**src/rtl/ctrl_pkg.sv**
```systemverilog
`default_nettype none
// +--------------------------------------------------------------------------+
// | ctrl_pkg : shared opcodes, state encodings and ALUOp codes for the         |
// |            multi-cycle RV32 control unit.            Revision: 1.0         |
// +--------------------------------------------------------------------------+
package ctrl_pkg;

  localparam logic [6:0] OPC_R      = 7'b0110011;
  localparam logic [6:0] OPC_IALU   = 7'b0010011;
  localparam logic [6:0] OPC_LOAD   = 7'b0000011;
  localparam logic [6:0] OPC_STORE  = 7'b0100011;
  localparam logic [6:0] OPC_BRANCH = 7'b1100011;
  localparam logic [6:0] OPC_JAL    = 7'b1101111;

  localparam logic [1:0] ALU_ADD   = 2'b00;
  localparam logic [1:0] ALU_SUB   = 2'b01;
  localparam logic [1:0] ALU_FUNCT = 2'b10;

  typedef enum logic [2:0] {
    ST_FETCH  = 3'd0,
    ST_DECODE = 3'd1,
    ST_EXEC   = 3'd2,
    ST_MEM    = 3'd3,
    ST_WB     = 3'd4,
    ST_TRAP   = 3'd5
  } state_e;

  typedef enum logic [2:0] {
    CLS_R       = 3'd0,
    CLS_IALU    = 3'd1,
    CLS_LOAD    = 3'd2,
    CLS_STORE   = 3'd3,
    CLS_BRANCH  = 3'd4,
    CLS_JAL     = 3'd5,
    CLS_ILLEGAL = 3'd6
  } opc_class_e;

endpackage
`default_nettype wire

```
**src/rtl/ctrl_decode.sv**
```systemverilog
`default_nettype none
// +--------------------------------------------------------------------------+
// | ctrl_decode : opcode -> instruction-class map; JAL legal only when         |
// |               CTRL_JAL_EN is defined.                Revision: 1.0         |
// +--------------------------------------------------------------------------+
module ctrl_decode
  import ctrl_pkg::*;
(
  input  logic [6:0]  opc,
  output opc_class_e  cls
);

  always_comb begin
    cls = CLS_ILLEGAL;
    case (opc)
      OPC_R:      cls = CLS_R;
      OPC_IALU:   cls = CLS_IALU;
      OPC_LOAD:   cls = CLS_LOAD;
      OPC_STORE:  cls = CLS_STORE;
      OPC_BRANCH: cls = CLS_BRANCH;
`ifdef CTRL_JAL_EN
      OPC_JAL:    cls = CLS_JAL;
`endif
      default:    cls = CLS_ILLEGAL;
    endcase
  end

endmodule
`default_nettype wire

```
**src/rtl/multicycle_control.sv**
```systemverilog
`default_nettype none
// +--------------------------------------------------------------------------+
// | multicycle_control : multi-cycle RV32 main control FSM with memory         |
// |   handshake, timeout/illegal traps and retire counter.  Optional JAL       |
// |   support via CTRL_JAL_EN.                           Revision: 1.0         |
// +--------------------------------------------------------------------------+
module multicycle_control
  import ctrl_pkg::*;
#(
  parameter int MEM_TIMEOUT = 16,
  parameter int CNT_W       = 32
) (
  input  logic             clk,
  input  logic             rst_n,
  input  logic [6:0]       opc,
  input  logic             mem_ready,
  input  logic             zero,
  output logic             pc_write,
  output logic             ir_write,
  output logic             alu_src,
  output logic             mem_to_reg,
  output logic             reg_write,
  output logic             mem_read,
  output logic             mem_write,
  output logic             branch,
  output logic [1:0]       alu_op,
  output logic             link,
  output logic             illegal,
  output logic             timeout,
  output logic [2:0]       state,
  output logic [CNT_W-1:0] retired
);

  localparam int WAIT_W = (MEM_TIMEOUT > 1) ? $clog2(MEM_TIMEOUT + 1) : 1;

  state_e            state_q, state_d;
  logic [6:0]        opc_q, opc_d;
  logic              illegal_q, illegal_d;
  logic              timeout_q, timeout_d;
  logic [WAIT_W-1:0] wait_q, wait_d;
  logic [CNT_W-1:0]  retired_q, retired_d;
  logic              retire;
  logic              tmo_hit;
  logic [6:0]        dec_opc;
  opc_class_e        cls;

  // Live opcode is only looked at while decoding; later states use the latched copy.
  assign dec_opc = (state_q == ST_DECODE) ? opc : opc_q;

  ctrl_decode u_decode (
    .opc (dec_opc),
    .cls (cls)
  );

  assign tmo_hit = (MEM_TIMEOUT != 0) && (wait_q == WAIT_W'(MEM_TIMEOUT - 1));

  always_comb begin
    state_d    = state_q;
    opc_d      = opc_q;
    illegal_d  = illegal_q;
    timeout_d  = timeout_q;
    retire     = 1'b0;
    pc_write   = 1'b0;
    ir_write   = 1'b0;
    alu_src    = 1'b0;
    mem_to_reg = 1'b0;
    reg_write  = 1'b0;
    mem_read   = 1'b0;
    mem_write  = 1'b0;
    branch     = 1'b0;
    alu_op     = ALU_ADD;
    link       = 1'b0;

    case (state_q)
      ST_FETCH: begin
        mem_read = 1'b1;
        if (mem_ready) begin
          ir_write = 1'b1;
          pc_write = 1'b1;
          state_d  = ST_DECODE;
        end else if (tmo_hit) begin
          timeout_d = 1'b1;
          state_d   = ST_TRAP;
        end
      end
      ST_DECODE: begin
        opc_d = opc;
        if (cls == CLS_ILLEGAL) begin
          illegal_d = 1'b1;
          state_d   = ST_TRAP;
        end else begin
          state_d = ST_EXEC;
        end
      end
      ST_EXEC: begin
        case (cls)
          CLS_R: begin
            alu_op  = ALU_FUNCT;
            state_d = ST_WB;
          end
          CLS_IALU: begin
            alu_src = 1'b1;
            alu_op  = ALU_FUNCT;
            state_d = ST_WB;
          end
          CLS_LOAD, CLS_STORE: begin
            alu_src = 1'b1;
            state_d = ST_MEM;
          end
          CLS_BRANCH: begin
            alu_op   = ALU_SUB;
            branch   = 1'b1;
            pc_write = zero;
            retire   = 1'b1;
            state_d  = ST_FETCH;
          end
          CLS_JAL: begin
            pc_write = 1'b1;
            state_d  = ST_WB;
          end
          default: state_d = ST_FETCH;
        endcase
      end
      ST_MEM: begin
        mem_read  = (cls == CLS_LOAD);
        mem_write = (cls != CLS_LOAD);
        if (mem_ready) begin
          if (cls == CLS_LOAD) begin
            state_d = ST_WB;
          end else begin
            retire  = 1'b1;
            state_d = ST_FETCH;
          end
        end else if (tmo_hit) begin
          timeout_d = 1'b1;
          state_d   = ST_TRAP;
        end
      end
      ST_WB: begin
        reg_write  = 1'b1;
        mem_to_reg = (cls == CLS_LOAD);
`ifdef CTRL_JAL_EN
        link       = (cls == CLS_JAL);
`endif
        retire     = 1'b1;
        state_d    = ST_FETCH;
      end
      ST_TRAP: state_d = ST_TRAP;
      default: state_d = ST_FETCH;
    endcase

    // Wait count only survives a cycle that stays in the same access state unanswered.
    if (((state_q == ST_FETCH) || (state_q == ST_MEM)) && !mem_ready && (state_d == state_q))
      wait_d = wait_q + 1'b1;
    else
      wait_d = '0;

    retired_d = retire ? retired_q + 1'b1 : retired_q;
  end

  always_ff @(posedge clk or negedge rst_n) begin
    if (!rst_n) begin
      state_q   <= ST_FETCH;
      opc_q     <= '0;
      illegal_q <= 1'b0;
      timeout_q <= 1'b0;
      wait_q    <= '0;
      retired_q <= '0;
    end else begin
      state_q   <= state_d;
      opc_q     <= opc_d;
      illegal_q <= illegal_d;
      timeout_q <= timeout_d;
      wait_q    <= wait_d;
      retired_q <= retired_d;
    end
  end

  assign illegal = illegal_q;
  assign timeout = timeout_q;
  assign state   = state_q;
  assign retired = retired_q;

endmodule
`default_nettype wire

```
**config.mk**
```make
export PLATFORM = sky130hd
export DESIGN_NAME = multicycle_control
export DESIGN_NICKNAME = d
export VERILOG_FILES = /design/src/rtl/ctrl_pkg.sv /design/src/rtl/ctrl_decode.sv /design/src/rtl/multicycle_control.sv
export SDC_FILE = /design/constraint.sdc
export NUM_CORES = 1
export LEC_CHECK = 0
export CAP_MARGIN = 20
export CORE_UTILIZATION = 49
export CTS_BUF_LIST = sky130_fd_sc_hd__clkbuf_8 sky130_fd_sc_hd__clkbuf_16
export DETAILED_ROUTE_END_ITERATION = 8
export HOLD_SLACK_MARGIN = 0.06
export PLACE_DENSITY_LB_ADDON = 0.08
export SYNTH_ARGS = -nofsm -noshare
export SYNTH_HDL_FRONTEND = slang
export SYNTH_SLANG_ARGS = --single-unit
```
**constraint.sdc**
```tcl
create_clock -name clk -period 2.3 [get_ports clk]
set_input_delay 0.345 -clock clk [delete_from_list [all_inputs] [get_ports clk]]
set_output_delay 0.345 -clock clk [all_outputs]
set_load 0.005 [all_outputs]
```
After elaboration in Yosys (flattened, before gate mapping):

Cells that the tools add are included.

* register bits after elaboration: 49
* input bits: 11
* output and inout bits: 48

* add/subtract/negate cells: 2
* eq/ne operators: 19
* multiplexer cells: 27
* bitwise gates (word level): 1
* reduce and logical (&&, ||, !) cells: 13

Operators with widths (number)
* adder 32 x 1 -> 32 bit (second input constant): 1
* case mux 3 bit (5 select lines): 2
* == test 3 bit (second input constant): 5
* 2-to-1 mux 3 bit: 5
* == test 7 x 6 -> 1 bit (second input constant): 2
* == test 3 x 2 -> 1 bit (second input constant): 4
* 2-to-1 mux 1 bit: 11
* == test 7 x 2 -> 1 bit (second input constant): 1
* == test 7 x 5 -> 1 bit (second input constant): 1
* == test 7 bit (second input constant): 1
* 2-to-1 mux 7 bit: 1
* == test 3 x 1 -> 1 bit (second input constant): 2
* logical NOT 3 bit: 2
* case mux 1 bit (2 select lines): 3
* case mux 3 bit (2 select lines): 1
* OR reduction 2 bit: 3
* OR reduction 3 bit: 2
* adder 5 x 1 -> 5 bit (second input constant): 1
* == test 5 x 4 -> 1 bit (second input constant): 1
* 2-to-1 mux 5 bit: 1
* case mux 2 bit (2 select lines): 1
* == test 3 bit: 1
* != test 3 x 2 -> 1 bit (second input constant): 1
* case mux 1 bit (3 select lines): 1
* 7 further kinds: 8

Depth between registers and ports, before layout:

* depth in word-level cells: 11
* depth in mapped cells: 7
* gate-level depth less buffers: 7

Hierarchy:

Synthesis repeated with hierarchy kept, for this count alone.

* cell total of the unflattened synthesis: 241
* area, all modules: 2555.0 um^2

Modules (own cells, without submodules)
* multicycle_control: times used 1, cells an instance 233, area each 2494.9 um^2, sequential area each 1226.2 um^2
* ctrl_decode: times used 1, cells an instance 8, area each 60.1 um^2, sequential area each 0.0 um^2

Worst setup path before layout:

No wires, ideal clock.

* path kind: reg2reg
* start point: register state_q[2] (netlist: state[2])
* end point: register retired_q[19] (netlist: retired[19])
* setup time: 0.123 ns
* arrival time: 1.739 ns
* data required time: 2.177 ns
* slack: 0.438 ns
* stages on the path, launching flop included: 8
* period minus slack after synthesis: 1.862 ns
* cells stage by stage: dfrtp_1 > clkbuf_4 > nor3b_4 > mux2i_1 > a211o_2 > clkbuf_8 > nand4_1 > xnor2_1

* word-level cells in the longest chain between the ends: 8
* elaborated cells on any way between the ends: 17
* classes of those cells: 11 x eq/ne; 6 x mux

Ends and longest elaborated chain
* start, declared: line multicycle_control.sv:36 `state_e state_q, state_d;`
* start signal, assigned: line multicycle_control.sv:170 `state_q <= state_d;`
* == test 3 x 1 -> 1 bit: line multicycle_control.sv:48 `assign dec_opc = (state_q == ST_DECODE) ? opc : opc_q;`
* 2-to-1 mux 7 bit
* == test 7 bit, or another cell as far along: line ctrl_decode.sv:15 `case (opc)`
* case mux 3 bit (5 select lines): line ctrl_decode.sv:15
* == test 3 x 2 -> 1 bit: line multicycle_control.sv:128 `if (cls == CLS_LOAD) begin`
* 2-to-1 mux 1 bit: line multicycle_control.sv:128
* 2-to-1 mux 1 bit: line multicycle_control.sv:127 `if (mem_ready) begin`
* case mux 1 bit (3 select lines) *: line multicycle_control.sv:74 `case (state_q)`
* end signal, assigned: line multicycle_control.sv:175 `retired_q <= retired_d;`
* end, declared: line multicycle_control.sv:41 `logic [CNT_W-1:0] retired_q, retired_d;`

Mark *: on every way between the ends. The rest lies on a longest branch, timed or not.
A chain may end at the register's enable or synchronous reset.

Final worst setup path:

* start point: register opc_q[1]
* end point: register state_q[0] (netlist: state[0])

* word-level cells in the longest chain between the ends: 7
* elaborated cells on any way between the ends: 18
* classes of those cells: 10 x eq/ne; 5 x mux; 3 x reduce/logical

Ends and longest elaborated chain
* start, declared: line multicycle_control.sv:37 `logic [6:0] opc_q, opc_d;`
* start signal, assigned: line multicycle_control.sv:171 `opc_q <= opc_d;`
* 2-to-1 mux 7 bit *
* == test 7 bit, or another cell as far along: line ctrl_decode.sv:15
* case mux 3 bit (5 select lines) *: line ctrl_decode.sv:15
* == test 3 bit, or another cell as far along: line multicycle_control.sv:96 `case (cls)`
* OR reduction 3 bit (no line) / OR reduction 2 bit (equally long branches)
* case mux 3 bit (2 select lines): line multicycle_control.sv:96
* case mux 3 bit (5 select lines) *: line multicycle_control.sv:74
* net state_d[0]: line multicycle_control.sv:36

The timed path passes the listed nets; every way through them passes the cells marked *.

==> results.tsv <==
metric	value	unit
fin_crit_sh	0.960	
worstSetupEndpointType	register	
dieWidth	73.1	µm
ys_async_sr_fraction	1.00	
cp_max_fo	4	
vdd.ir_drop.worst	0.477	mV
routabilityCongestion	0.780	
crit_family	buffers and inverters	
root_buffer	clkbuf_8	
dr.pass1.iters	4	
die-area	0.00535	mm²
final_cell_mix	dfrtp_1 (49), clkdlybuf4s50_1 (49), xnor2_1 (31), buf_4 (28), nand4_1 (19)	
status	completed	
hpwlAfterDp	3.51	mm
critPathSlowestCell	dfrtp_1	
fin_area	0.00338	mm²
cts_tree	done	
drt_iter0_markers	67	
crit_start	opc_q[1]	
setup_viol	0	
yosysUniqueCellTypes	44	
syn-instance-count	228	
antenna_cells	0	
grt_max_degree	50	
core	0.00479	mm²
hold_path.class	input pin to async pin	
routed_via_density	5.14	
grt_pass1_wl	8.49	mm
fmaxAchievable	453	MHz
avgSynthCellArea	10.9	µm²
port_buffers	57	
post_dp_cell_area	0.00315	mm²
post-route-min-period	2.21	ns
drc	0	
synth_edf_count	0	
avgRoutedWirePerCell	13.6	µm
routed_wl	5.14	mm
final_layout_size_suffix_gt1_frac	0.216	
path_class	register to register	
synthTopCellsByArea	dfrtp_1 (49%), xnor2_1 (11%), nand4_1 (4.8%)	
synth_area	0.00248	mm²
critical_path.startpoint_type	register	
synthDominantCellAreaShare	0.494	
nNetsFinal	323	
start_util	0.518	
hold_violations	0	
drv_slew	0	
clk_pin_slew	0.09	ns
io_pins	59	
clockBufferDepth	2	
cts_buffers	5	
grtUsageTotal	0.210	
crit_buf_inv	10	
rows	25	
cp.required	2.47	ns
grt_pass1_vias	1784	
antenna_found_initial	0	
ys_seq_area_frac	0.494	
drv_cap	0	
cts.sinks	49	
max_slew.worst_pin.slew	0.601	ns
die_h	73.1	µm
crit_chain	nor4bb_2, buf_4, nand3_2, nor2_2, buf_4, buf_4, buf_4, buf_4, buf_4, buf_4, buf_4, buf_4, buf_4, nand2_1, o311ai_1	
p_leak	1.44	nW
htree_levels	2	
pwr_density_cell	789	mW/mm²
grt_setup_unrepaired	no	
critPathMaxStageDelay	0.38	ns
crit_top_cell	buf_4	
slew_headroom	0.600	
fin_worst_skew	0.00418	ns
timing.rr.start	opc_q[1]	
arrival	2.38	ns
synth-seq-cells	49	
yosysWarnings	0	
antenna_left	0	
holdWs	0.131	ns
area_growth	36.2	%
clk_latency	0.30	ns
ys.flop_type	dfrtp_1	
vias	1936	
grt.overflow.total	0	
syn_nets	242	
synth_top_cell_by_area	dfrtp_1	
fin_setup_tns	0	ns
==> cell usage after synthesis, types with 2 or more instances <==
cell type	count
dfrtp_1	49
ha_1	3
clkbuf_4	2
nand4_1	19
xor2_1	2
mux2_2	7
xnor2_1	31
or2b_2	2
and3_1	5
and4_2	2
mux2i_1	4
and2_2	3
clkbuf_1	2
or2_2	2
and2_1	10
a211oi_1	2
buf_4	2
nand3_1	17
inv_1	8
nand2_1	11
buf_6	4
nor3_1	4
and4_1	2
nor2_1	15
==> worst paths after layout <==
check | slack (ns) | endpoint | cells after the start
worst max-delay path | 0.09 | state[0] | 15
worst max register to register | 0.09 | state[0] | 15
worst min-delay path | 0.13 | wait_q[3] | 2
worst min register to register | 0.46 | wait_q[0] | 1
max in group asynchronous | 1.77 | retired[23] | 2
min in group clk | 0.46 | wait_q[0] | 1
==> final cells by class <==
| type | instances | area, µm² |
|---|---|---|
| clock buffers | 7 | 96.3 |
| clock inverters | 1 | 5.00 |
| fillers | 377 | 1410 |
| inverters | 8 | 30.0 |
| multi-input cells | 160 | 1170 |
| flip-flops and latches | 49 | 1230 |
| well taps | 67 | 83.8 |
| repair buffers | 85 | 763 |
==> through the flow <==
stage                     worst slack [ns]   util  instances  total power, W
after floorplan                      0.438      -        228         0.00168
after global placement              -0.139  0.657        356         0.00203
after detailed placement            -0.170  0.657        356         0.00204
after CTS                          0.00506  0.700        376         0.00264
after global routing               0.00952  0.706        377         0.00285
final                               0.0916  0.706        377         0.00267
==> state kept, by name (all words and copies together) (netlist names) <==
register / flops
wait_q: 5
opc_q: 7
retired: 32
state: 3
timeout: 1
illegal: 1
==> cell families (layout without fill, tap and decap cells) <==
| group | after synthesis | in the layout | synth area share |
|---|---|---|---|
| adder cells (fa/ha/maj) | 3 | 3 | 0.0151 |
| XOR/XNOR | 33 | 33 | 0.117 |
| AND/OR/NAND/NOR | 98 | 98 | 0.229 |
| other | 1 | 1 | 0.00151 |
| AO/OA/AOI/OAI | 14 | 14 | 0.0449 |
| flip-flops | 49 | 49 | 0.494 |
| multiplexers | 11 | 11 | 0.0479 |
| buffers and inverters | 19 | 101 | 0.0510 |
==> metal layers <==
layer	global-route usage	part of all wire
met5	0	0
met4	0.0806	0.016
met1	0.294	0.47
met2	0.320	0.47
met3	0.0428	0.043
==> report_power, final <==
| group | leakage [nW] | internal [W] | total [W] | switching, W |
|---|---|---|---|---|
| clock | 0.0542 | 0.000272 | 0.000545 | 0.000273 |
| sequential | 0.645 | 0.000992 | 0.00111 | 0.000118 |
| combinational | 0.745 | 0.000530 | 0.00101 | 0.000480 |
| total | 1.44 | 0.00179 | 0.00267 | 0.000872 |
==> repair_timing <==
item | 4_1_cts | 5_1_grt
pin swaps | 3 | 3
hold endpoints to repair | 0 | 0
hold buffers | 0 | 0
endpoints found under the setup margin | 9 | 6
gates resized for setup | 15 | 8
buffers inserted | 12 | 1
Note: power is estimated with default switching activity, not from simulation.
